<file path="config.mk">
export PLATFORM = sky130hd
export DESIGN_NAME = bus_arbiter
export DESIGN_NICKNAME = d
export VERILOG_FILES = /design/src/rtl/bus_pkg.sv /design/src/rtl/bus_arbiter.sv
export SDC_FILE = /design/constraint.sdc
export NUM_CORES = 1
export LEC_CHECK = 0
export CORE_MARGIN = 2
export CORE_UTILIZATION = 36
export CTS_BUF_LIST = sky130_fd_sc_hd__clkbuf_4 sky130_fd_sc_hd__clkbuf_8
export DETAILED_ROUTE_END_ITERATION = 8
export HOLD_SLACK_MARGIN = 0.02
export PLACE_DENSITY_LB_ADDON = 0.1
export SYNTH_ARGS = -nofsm -noshare
export SYNTH_HDL_FRONTEND = slang
export SYNTH_SLANG_ARGS = --single-unit
</file>
<file path="constraint.sdc">
create_clock -name CLK -period 3.9 [get_ports CLK]
set_clock_uncertainty 0.1 [all_clocks]
set_input_delay 0.78 -clock CLK [delete_from_list [all_inputs] [get_ports CLK]]
set_output_delay 0.78 -clock CLK [all_outputs]
set_load 0.005 [all_outputs]
</file>
<file path="src/rtl/bus_pkg.sv">
// Shared types and constants for the two-master system bus arbiter.
package bus_pkg;

    localparam int unsigned BUS_ADDR_W = 15;

    typedef enum logic [1:0] {
        StIdle     = 2'd0,
        StOwn      = 2'd1,
        StHandover = 2'd2
    } state_e;

    typedef enum logic {
        M1 = 1'b0,
        M2 = 1'b1
    } master_e;

    // Round-robin pick: on a tie the master that did not own the bus last wins.
    function automatic master_e pick_winner(input logic req_1, input logic req_2,
                                            input master_e last);
        master_e win;
        if (req_1 && req_2) begin
            if (last == M1) win = M2;
            else            win = M1;
        end else if (req_1) begin
            win = M1;
        end else begin
            win = M2;
        end
        return win;
    endfunction

endpackage

</file>
<file path="src/rtl/bus_arbiter.sv">
// Two-master round-robin bus arbiter with bounded hold time and a one-cycle
// turnaround between owners. The owner's address is muxed onto HADDR.
module bus_arbiter
    import bus_pkg::*;
#(
    parameter int unsigned ADDR_W   = BUS_ADDR_W,
    parameter int unsigned MAX_HOLD = 16
) (
    input  logic              CLK,
    input  logic              RST,
    input  logic              REQ_1,
    input  logic              REQ_2,
    input  logic [ADDR_W-1:0] HADDR_1,
    input  logic [ADDR_W-1:0] HADDR_2,
    output logic              GNT_1,
    output logic              GNT_2,
    output logic [ADDR_W-1:0] HADDR,
    output logic              BUS_BUSY,
    output logic              PREEMPT
);

    localparam int unsigned CNT_W = $clog2(MAX_HOLD);
    localparam logic [CNT_W-1:0] HOLD_LAST = CNT_W'(MAX_HOLD - 1);

    state_e           state;
    master_e          last;
    logic [CNT_W-1:0] hold_cnt;

    logic    owner_req;
    logic    other_req;
    logic    hold_done;
    master_e winner;

    // While owning, 'last' is always the current owner.
    assign owner_req = (last == M1) ? REQ_1 : REQ_2;
    assign other_req = (last == M1) ? REQ_2 : REQ_1;
    assign hold_done = (hold_cnt == HOLD_LAST);
    assign winner    = pick_winner(REQ_1, REQ_2, last);
    assign BUS_BUSY  = GNT_1 | GNT_2;

    // Arbitration state, hold counter and registered grants.
    always_ff @(posedge CLK or negedge RST) begin
        if (!RST) begin
            state    <= StIdle;
            last     <= M2;
            hold_cnt <= '0;
            GNT_1    <= 1'b0;
            GNT_2    <= 1'b0;
            PREEMPT  <= 1'b0;
        end else begin
            PREEMPT <= 1'b0;
            unique case (state)
                StIdle, StHandover: begin
                    if (REQ_1 || REQ_2) begin
                        state    <= StOwn;
                        last     <= winner;
                        hold_cnt <= '0;
                        GNT_1    <= (winner == M1);
                        GNT_2    <= (winner == M2);
                    end else begin
                        state <= StIdle;
                        GNT_1 <= 1'b0;
                        GNT_2 <= 1'b0;
                    end
                end
                StOwn: begin
                    if (!owner_req) begin
                        state <= StHandover;
                        GNT_1 <= 1'b0;
                        GNT_2 <= 1'b0;
                    end else if (hold_done && other_req) begin
                        state   <= StHandover;
                        GNT_1   <= 1'b0;
                        GNT_2   <= 1'b0;
                        PREEMPT <= 1'b1;
                    end else if (!hold_done) begin
                        hold_cnt <= hold_cnt + 1'b1;
                    end
                end
                default: begin
                    state <= StIdle;
                    GNT_1 <= 1'b0;
                    GNT_2 <= 1'b0;
                end
            endcase
        end
    end

    // Address mux straight from the registered grants; zero selects no slave.
    always_comb begin
        HADDR = '0;
        if (GNT_1)      HADDR = HADDR_1;
        else if (GNT_2) HADDR = HADDR_2;
    end

endmodule

</file>
* Word level (Yosys, flattened, before mapping) *
Cells that the tools add are included.

storage, ports and cells
  flip-flop bits (word level) = 10
  logic and storage cells = 50

cells by class
  add/subtract/negate cells = 1
  eq/ne operators = 8
  multiplexer cells = 25
  bitwise logic cells = 2
  reduce and logical (&&, ||, !) cells = 8

operators by type and width
  operator                                                                count
  15-bit two-way mux                                                      2
  4-bit two-way mux                                                       4
  1-bit two-way mux                                                       13
  2-bit != test (second input constant)                                   4
  4-bit case mux with 2 select lines                                      1
  5-bit AND reduction                                                     1
  4-bit by 1-bit adder with 4-bit output (second input constant)          1
  4-bit equality test (second input constant)                             1
  2-bit two-way mux                                                       2
  1-bit case mux with 2 select lines                                      2
  2-bit case mux with 2 select lines                                      1
  3-bit != test (second input constant)                                   1
  2-bit by 1-bit equality test with 1-bit output (second input constant)  1
  2-bit equality test (second input constant)                             1
  1-bit logical AND                                                       2
  2-bit logical NOT                                                       1
  2-bit AND reduction                                                     1
  2-bit nonzero test                                                      1
  2-bit OR reduction                                                      1
  1-bit logical OR                                                        1
  1-bit NOT                                                               1
  1-bit bitwise OR                                                        1

* Logic depth before layout (Yosys ltp) *
Gate-level depths: netlist of the first run.

  word-level depth = 5
  gate-level depth with buffers = 5
  gate-level depth less buffers = 5

* Worst setup path after synthesis of the first run *
OpenSTA, ideal clock, no wires.

  path kind = flip-flop to output port
  from = register GNT_1
  to = output port HADDR[10]
  arrival time = 1,279 ps
  required time = 3,020 ps
  setup slack = 1,741 ps
  stages on the path, launching flop included = 5
  path buffers = 2
  cell sequence = dfrtp_1 -> clkbuf_1 -> nor2b_1 -> clkbuf_1 -> a22o_1

on the way
  longest elaborated chain between the ends = 1

ends and longest elaborated chain
  element                 RTL line           source
  from (decl)             bus_arbiter.sv:15  output logic GNT_1,
  from (signal assigned)  bus_arbiter.sv:58  GNT_1 <= (winner == M1);
  15-bit two-way mux      bus_arbiter.sv:92  if (GNT_1) HADDR = HADDR_1;
  to (decl)               bus_arbiter.sv:17  output logic [ADDR_W-1:0] HADDR,

Every way passes these cells.

* Final worst setup path of the first run *
  from = register GNT_1
  to = output port HADDR[0]

The elaborated chain is that of the path after synthesis.

==> summary.txt, run 1 <==
Clock network
  – CTS clk-pin slew, worst paths: 0.06 ns
  – Total clock sinks: 10
  – H-tree depth: 1
  – CTS tree: built
  – Post-CTS resize count: 0
  – Setup bufs post-CTS: 0
  – Clock latency on the worst-skew pair: 0.27 ns
  – Root Buffer: clkbuf_4
  – Max Buffers Root-to-Sink: 2
  – Total CTS buffers: 3
  – Hold_buf cts: 0

Timing
  – Final Cycle Share: between 80% and 90%
  – Final Hold Fails: 0
  – Slew @ Worst Pin: around 0.87 ns
  – Worst hold slack: between 0.4 and 0.5 ns
  – # setup viols final: 0
  – Final slew viol count: 0
  – Post-route minimum period: 3.27 ns
  – Max-slew headroom: around two fifths
  – Fmax: 306 MHz
  – Setup TNS: 0 ns
  – Unrepaired setup endpoints after global routing: no

Worst setup path
  – Setup CP Type: register to output port
  – Critical Path Fanout Max: 20
  – Buf+Inv Stages, Crit Path: 1
  – Cell family with most CP delay: simple AND/OR/NAND/NOR gates
  – Crit-path slowest cell: nor2b_1
  – Worst Path Arrival: 2.39 ns
  – Critical Path Max Stage Delay: 0.77 ns
  – CP Launch Type: register
  – Worst path required time: 3.02 ns
  – Critical path endpoint category: output port
  – Cell breakdown of the critical path: nor2b_1, a22o_1, clkdlybuf4s50_1

Die
  – Row cnt: 15
  – Core area: approximately 1700 um^2
  – Die span in x: 46.5 um
  – Initial Utilization: 38.1%
  – Full die area: 2160 um^2
  – Top-Level Pins: 53
  – Die Ht: 46.5 um

Detailed routing
  – Pre-Repair DR Iteration Count: 4
  – Routed Antenna Nets: 0
  – Routed length per instance: 15.0 um
  – DRC viols: 0
  – Initial DRC count: 14
  – Vias per cell: 5.39
  – Drt total wl: 2200 um
  – Via Count: about 790

Finish
  – Layout area overhead: 88.7%
  – Final #Nets: about 160
  – Fraction of layout instances using a drive strength above 1: 6.61%
  – Diode count: 0

Power and ir drop
  – VDD IR max: roughly 380 uV
  – Pwr dens: 573 nW/um^2
  – Static Leakage: 0.522 nW

GRT
  – Vias in the first global route: between 600 and 700
  – Initial antenna violation count: 0
  – Remaining Overflow, GRT: 0
  – Largest net degree at the start of global routing: 21
  – Total GRT Usage: 20.9%
  – Global-route wire length before repair: around 3200 um

Job
  – Max Cap Viol: 0

Yosys
  – Post-synth net total: between 100 and 150
  – Cells after synthesis: 68
  – Sequential share of the synthesized area: between 30% and 40%
  – Syn_area_per_cell: 9.57 um^2
  – Warnings, synthesis: 0
  – Post-synthesis instance area: 651 um^2
  – Synth cell types: 27
  – #FFs+latches synth: 10

Status
  – Status: complete, no violations

Placement
  – Routability Congestion: 0.716
  – Post-DP HPWL: 1770 um
  – Port Buffers: 52

Hold path
  – Worst Hold Class: register to register
==> cells in the mapped netlist (all sizes together) <==
library cell,number,share of area (%)
nor3,1,0.77
o21ai,1,0.77
ha,1,1.9
a21oi,2,1.5
nand2,3,1.7
nand2b,3,2.9
o21bai,1,1.2
a22o,15,20
a31oi,1,0.96
or2,1,0.96
nor2b,2,1.9
nor2,7,4.0
and3,2,1.9
inv,1,0.58
nor4b,1,2.3
clkbuf,3,1.7
nor4,1,0.96
dfrtp,9,35
dfstp,1,4.0
or3,2,2.7
nor3b,1,1.2
a21o,1,1.2
a32o,3,4.6
a211o,2,2.7
nand3,2,1.5
or2b,1,1.2
==> cell type report <==
type | instances | area [um^2]
timing repair buffer | 52 | 520
tap | 25 | 31.3
fill | 136 | 480
multi-input combinational | 54 | 384
inverter | 1 | 3.75
sequential | 10 | 251
clock buffer | 4 | 36.3
==> cell usage in the layout (no fill, tap or decap), drive strengths merged, types with 2 or more instances in the layout <==
master         instances
clkdlybuf4s50         52
a22o                  15
dfrtp                  9
nor2                   7
clkbuf                 4
nand2                  3
nand2b                 3
a32o                   3
nor2b                  2
and3                   2
nand3                  2
a21oi                  2
a211o                  2
or3                    2
==> routing by layer <==
layer  vias up  wire length [um]  GRT usage, %  share of wire (%)
met4         0                17          9.14               0.77
li1        370                 -             -                  -
met2        42              1010          33.6                 46
met1       373               921          25.9                 42
met5         -                 0             0                  0
met3         2               248          5.49                 11
==> worst register-to-register path, cell delays in order, from the launching register on <==
cell     delay [ns]
dfrtp_1        0.41
ha_1           0.26
and3_1         0.22
or3_4          0.39
a21o_1         0.24
a211o_1        0.31
==> registers in the layout (all words and copies together) (netlist names) <==
name      flops
hold_cnt      4
state         2
GNT_1         1
GNT_2         1
PREEMPT       1
last          1
==> power breakdown <==
group / leakage [nW] / internal, mW / switching [mW]
Clock: 0.0210 / 0.0567 / 0.0363
Combinational: 0.371 / 0.259 / 0.152
Sequential: 0.130 / 0.142 / 0.0571
Total: 0.522 / 0.458 / 0.245
==> stage by stage <==
| stage | cell area (um^2) | utilization, % | power (mW) | setup slack (ns) | std cells |
|---|---|---|---|---|---|
| finish | 1230 | 71.9 | 0.703 | 0.632 | 146 |
| global route | 1230 | 71.9 | 0.751 | 0.458 | 146 |
| detailed placement | 1190 | 69.7 | 0.610 | 0.916 | 142 |
| global placement | 1190 | 69.7 | 0.598 | 0.987 | 142 |
| CTS | 1230 | 71.9 | 0.704 | 0.623 | 146 |
| floorplan | 651 | - | 0.384 | 1.74 | 68 |
==> cell families (layout without fill, tap and decap cells) <==
| kind of cell | Yosys count | after routing | share of synthesized area, % |
|---|---|---|---|
| and+or+nand+nor | 27 | 27 | 24.0 |
| buffers and inverters | 4 | 57 | 2.31 |
| adders and majority gates | 1 | 1 | 1.92 |
| DFF | 10 | 10 | 38.7 |
| AOI/OAI and AO/OA | 26 | 26 | 33.1 |
==> final timing paths <==
check | startpoint | slack, ns | end | cells after the start
hold / removal | hold_cnt[3] | 0.43 | hold_cnt[3] | 1
max in group asynchronous | RST | 2.62 | last | 1
hold reg to reg | hold_cnt[3] | 0.43 | hold_cnt[3] | 1
setup reg to reg | hold_cnt[0] | 1.86 | hold_cnt[2] | 5
setup / recovery | GNT_1 | 0.63 | HADDR[0] | 3
min in group asynchronous | RST | 0.73 | state[1] | 1
Power figures use the tool's default switching activity.
==> run 2, diff against run 1 <==
--- a/config.mk
+++ b/config.mk
@@ -6,7 +6,7 @@
 export NUM_CORES = 1
 export LEC_CHECK = 0
 export CORE_MARGIN = 2
-export CORE_UTILIZATION = 36
+export CORE_UTILIZATION = 33
 export CTS_BUF_LIST = sky130_fd_sc_hd__clkbuf_4 sky130_fd_sc_hd__clkbuf_8
 export DETAILED_ROUTE_END_ITERATION = 8
 export HOLD_SLACK_MARGIN = 0.02
==> constraint.sdc (replaced) <==
create_clock -name CLK -period 3.4 [get_ports CLK]
set_clock_uncertainty 0.1 [all_clocks]
set_input_delay 0.68 -clock CLK [delete_from_list [all_inputs] [get_ports CLK]]
set_output_delay 0.68 -clock CLK [all_outputs]
set_load 0.005 [all_outputs]
==> run 2 against run 1 <==
- global-route usage is 1.4 points lower
- largest cell class unchanged
- sequential power is 15% higher
- combinational power is 16% higher
- largest power group unchanged
- register-to-register slack worse by 0.46 ns
- setup slack better by 0.097 ns
- sequential cell count stayed put
- via count is 4.4% lower
==> summary.txt, run 2 (synthesis results as in run 1) <==
Status
  – Status: complete, no violations

Timing
  – Final Cycle Share: 78.6%
  – Final slew viol count: 0
  – Unrepaired setup endpoints after global routing: no
  – Final Hold Fails: 0
  – Fmax: 374 MHz
  – # setup viols final: 0
  – Setup TNS: 0 ns
  – Slew @ Worst Pin: 0.560 ns
  – Post-route minimum period: 2.67 ns
  – Max-slew headroom: 62.6%
  – Final setup margin: about 0.73 ns

Worst setup path
  – Cell family with most CP delay: flip-flops
  – Cell breakdown of the critical path: nor2b_1, buf_4, a22o_1, clkdlybuf4s50_1
  – Crit-path slowest cell: dfrtp_1
  – Worst Path Arrival: 1.89 ns
  – Worst path required time: 2.62 ns
  – Setup CP Type: register to output port
  – Buf+Inv Stages, Crit Path: 2
  – Critical Path Fanout Max: 20
  – Critical path endpoint category: output port
  – Critical Path Max Stage Delay: 0.70 ns
  – CP Launch Type: register

Finish
  – Layout Cells excl Fill: 149
  – Reg with most FFs: hold_cnt
  – Fraction of layout instances using a drive strength above 1: 7.38%
  – Biggest regs: hold_cnt x4, state x2
  – Max reg flops: 4
  – Commonest non-fill, non-tap cell in the layout: clkdlybuf4s50_1
  – Diode count: 0
  – Util after Layout: 65.1%
  – Commonest cells after routing, fill and taps aside: 52 x clkdlybuf4s50_1, 15 x a22o_1, 9 x dfrtp_1, 7 x nor2_1
  – Final #Nets: 158
  – Layout area overhead: 90.2%

Hold path
  – Worst Hold Class: register to register

GRT
  – Vias in the first global route: about 700
  – Global-route wire length before repair: 3520 um
  – Initial antenna violation count: 0
  – Largest net degree at the start of global routing: 21
  – Total GRT Usage: 19.5%
  – Remaining Overflow, GRT: 0

Detailed routing
  – Drt total wl: approximately 2100 um
  – Pre-Repair DR Iteration Count: 4
  – Routed length per instance: 14.0 um
  – Initial DRC count: 11
  – Via Count: 752
  – DRC viols: 0
  – Vias per cell: about 5.0
  – Routed Antenna Nets: 0

Die
  – Die Ht: 48.4 um
  – Core area: 1900 um^2
  – Full die area: 2340 um^2
  – Top-Level Pins: 53
  – Die span in x: 48.4 um
  – Initial Utilization: 34.2%
  – Row cnt: 16

Clock network
  – Total CTS buffers: 3
  – CTS clk-pin slew, worst paths: 0.07 ns
  – CTS tree: built
  – Max Buffers Root-to-Sink: 2
  – Clock latency on the worst-skew pair: 0.26 ns
  – Root Buffer: clkbuf_4
  – Total clock sinks: 10
  – Setup bufs post-CTS: 0
  – Post-CTS resize count: 0
  – Hold_buf cts: 0
  – H-tree depth: 1

Placement
  – Port Buffers: 52
  – Routability Congestion: 0.733
  – Pre-CTS setup slack: 0.789 ns
  – Post-DP HPWL: 1700 um
  – Post-Place Cells: roughly 150

Job
  – Max Cap Viol: 0

Power and ir drop
  – VDD IR max: 548 uV
  – Pwr dens: 653 nW/um^2
  – Static Leakage: approximately 0.53 nW
-- run 2: cell count changes in the layout (fill, tap and decap cells not counted) --
cell,previous run,this run
buf_4,0,1
-- run 2: worst paths after layout --
| kind | start | end | slack (ns) | cells after the start |
|---|---|---|---|---|
| worst max-delay path | GNT_1 | HADDR[12] | 0.73 | 4 |
| worst min-delay path | hold_cnt[3] | hold_cnt[3] | 0.42 | 1 |
| worst max register to register | hold_cnt[0] | hold_cnt[2] | 1.40 | 5 |
| worst min register to register | hold_cnt[3] | hold_cnt[3] | 0.42 | 1 |
| max in group asynchronous | RST | last | 2.24 | 1 |
| min in group asynchronous | RST | state[1] | 0.62 | 1 |
-- run 2: power breakdown --
| group | total (mW) | switching, mW | internal, mW |
|---|---|---|---|
| registers | 0.228 | 0.0653 | 0.163 |
| logic | 0.475 | 0.172 | 0.303 |
| clock network | 0.106 | 0.0407 | 0.0650 |
-- run 2: final cells by class --
type	instances	area [um^2]
well taps	27	33.8
repair buffers	53	528
inverters	1	3.75
clock buffers	4	36.3
fillers	164	664
flip-flops and latches	10	251
multi-input cells	54	384
-- run 2: layer usage --
| layer | wire (um) | vias up | global-route usage [%] | share of wire (%) |
|---|---|---|---|---|
| met2 | 1120 | 29 | 35.2 | 54 |
| met3 | 131 | 6 | 6.79 | 6.3 |
| met1 | 790 | 344 | 21.8 | 38 |
| met5 | 0 | - | 0 | 0 |
| li1 | - | 373 | - | - |
| met4 | 44 | 0 | 5.24 | 2.1 |
-- run 2: through the flow --
step / instance area (um^2) / power (mW) / hold WS, ns
6_report: 1240 / 0.808 / 0.421
3_3_place_gp: 1200 / 0.698 / 0.397
4_1_cts: 1240 / 0.816 / 0.426
2_1_floorplan: 651 / 0.441 / 0.284
5_1_grt: 1240 / 0.873 / 0.458
3_5_place_dp: 1200 / 0.709 / 0.410
-- run 2: worst register-to-register path, cell delays in order (launching register included) --
cell and delay [ns]:
dfrtp_1 0.41, ha_1 0.24, and3_1 0.20, or3_4 0.39, a21o_1 0.24, a211o_1 0.30
==> run 3, diff against run 2 <==
==> constraint.sdc (replaced) <==
create_clock -name CLK -period 2.5 [get_ports CLK]
set_clock_uncertainty 0.1 [all_clocks]
set_input_delay 0.5 -clock CLK [delete_from_list [all_inputs] [get_ports CLK]]
set_output_delay 0.5 -clock CLK [all_outputs]
set_load 0.005 [all_outputs]
==> run 3 against run 2 <==
- die area stayed put
- highest routed layer unchanged
- register-to-register slack worse by 0.88 ns
- critical path depth stayed put
- via count is 3.3% higher
- count of clock-buffer cells in the layout stayed put
- global-route usage is 0.69 points lower
- first-iteration DRC count stayed put
- final cell count is 1.3% higher
- clock power is 37% higher
- utilization is 0.79 points higher
- routed wire length is 2.1% lower
- sequential power is 22% higher
==> summary.txt, run 3 (synthesis results as in run 1) <==
Die
  – Core area: 1900 um^2
  – Full die area: 2340 um^2
  – Row cnt: 16
  – Top-Level Pins: 53
  – Die span in x: 48.4 um
  – Initial Utilization: 34.2%
  – Die Ht: 48.4 um

Detailed routing
  – Via Count: between 700 and 800
  – Vias per cell: 5.15
  – Drt total wl: 2040 um
  – Initial DRC count: 11
  – Routed length per instance: between 10 and 15 um
  – Pre-Repair DR Iteration Count: 4
  – Routed Antenna Nets: 0
  – DRC viols: 0

Job
  – Max Cap Viol: 0

Placement
  – Routability Congestion: 0.745
  – Post-DP HPWL: between 1500 and 2000 um
  – Port Buffers: 52

Worst setup path
  – Setup CP Type: input port to output port
  – Worst Path Arrival: 1.69 ns
  – Critical Path Fanout Max: 1
  – Critical path endpoint category: output port
  – Crit-path slowest cell: clkdlybuf4s50_1
  – Cell family with most CP delay: buffers and inverters
  – Worst path required time: 1.90 ns
  – CP Launch Type: input port
  – CP dominant cell by count: clkdlybuf4s50_1
  – Cell breakdown of the critical path: clkdlybuf4s50_1, nand2_1, o21ai_0, clkdlybuf4s50_1
  – Buf+Inv Stages, Crit Path: 2
  – Critical Path Max Stage Delay: 0.53 ns

Clock network
  – Total clock sinks: 10
  – Setup bufs post-CTS: 0
  – Total CTS buffers: 3
  – Max Buffers Root-to-Sink: 2
  – CTS tree: built
  – CTS clk-pin slew, worst paths: 0.06 ns
  – Root Buffer: clkbuf_4
  – Hold_buf cts: 0
  – Clock latency on the worst-skew pair: 0.26 ns
  – H-tree depth: 1
  – Post-CTS resize count: 0

Status
  – Status: complete, no violations

Finish
  – Diode count: 0
  – Reg with most FFs: hold_cnt
  – Final #Nets: 160
  – Commonest cells after routing, fill and taps aside: 52 x clkdlybuf4s50_1, 15 x a22o_1, 9 x dfrtp_1, 7 x nor2_1
  – Fraction of layout instances using a drive strength above 1: 8.87%
  – Util after Layout: roughly 66%
  – Biggest regs: hold_cnt x4, state x2
  – Max reg flops: 4
  – Layout area overhead: 92.5%
  – Fillers: 160
  – Commonest non-fill, non-tap cell in the layout: clkdlybuf4s50_1

Timing
  – Final Cycle Share: between 90% and 100%
  – # setup viols final: 0
  – Post-route minimum period: 2.29 ns
  – Fmax: about 440 MHz
  – Slew @ Worst Pin: roughly 0.46 ns
  – Max-slew headroom: 68.9%
  – Unrepaired setup endpoints after global routing: no
  – Setup TNS: 0 ns
  – Final slew viol count: 0
  – Final Hold Fails: 0

GRT
  – Global-route wire length before repair: between 3000 and 4000 um
  – Vias in the first global route: between 700 and 800
  – Initial antenna violation count: 0
  – Total GRT Usage: 18.8%
  – Remaining Overflow, GRT: 0
  – Largest net degree at the start of global routing: 19

Power and ir drop
  – Pwr dens: 889 nW/um^2
  – VDD IR max: 651 uV
  – Static Leakage: 0.537 nW

Hold path
  – Worst Hold Class: register to register
## run 3: per-layer routing
layer  routed length, um  vias up  global-route usage, %
met2                1070       28                   33.1
met4                  30        0                   5.24
met1                 817      367                   20.9
met3                 123        4                   7.72
li1                    -      378                      -
met5                   0        -                      0
## run 3: power breakdown
group | internal (mW) | switching, mW
Clock | 0.0884 | 0.0565
Sequential | 0.222 | 0.0560
Combinational | 0.422 | 0.269
## run 3: per-stage QoR
step                hold slack (ns)  total power, mW  instances  worst slack (ns)  cell area, um^2
floorplan                     0.104            0.599         68             0.621              651
global placement              0.397            0.962        147             0.263             1220
detailed placement            0.408            0.976        147             0.200             1220
CTS                           0.424             1.13        151             0.195             1250
global route                  0.456             1.20        151             0.109             1250
finish                        0.419             1.11        151             0.207             1250
## run 3: worst register-to-register path: stages, from the launching register on
cell and delay [ns]:
dfrtp_1 0.41, ha_1 0.24, and3_1 0.21, or3_4 0.39, a21o_1 0.23, a211o_1 0.29
## run 3: path summary, 6_finish.rpt
| path | start | slack (ns) | to | depth (start not counted) |
|---|---|---|---|---|
| worst max-delay path | HADDR_2[11] | 0.21 | HADDR[11] | 4 |
| worst min-delay path | hold_cnt[1] | 0.42 | hold_cnt[1] | 1 |
| worst max register to register | hold_cnt[0] | 0.52 | hold_cnt[3] | 5 |
| worst min register to register | hold_cnt[1] | 0.42 | hold_cnt[1] | 1 |
| max in group asynchronous | RST | 1.51 | last | 1 |
| min in group asynchronous | RST | 0.45 | PREEMPT | 1 |
## run 3: layout make-up
| type | instances | area, um^2 | area share (%) |
|---|---|---|---|
| sequential | 10 | 251 | 20.1 |
| timing repair buffer | 55 | 543 | 43.4 |
| clock buffer | 4 | 36.3 | 2.90 |
| tap | 27 | 33.8 | 2.70 |
| multi-input combinational | 54 | 384 | 30.7 |
| inverter | 1 | 3.75 | 0.300 |
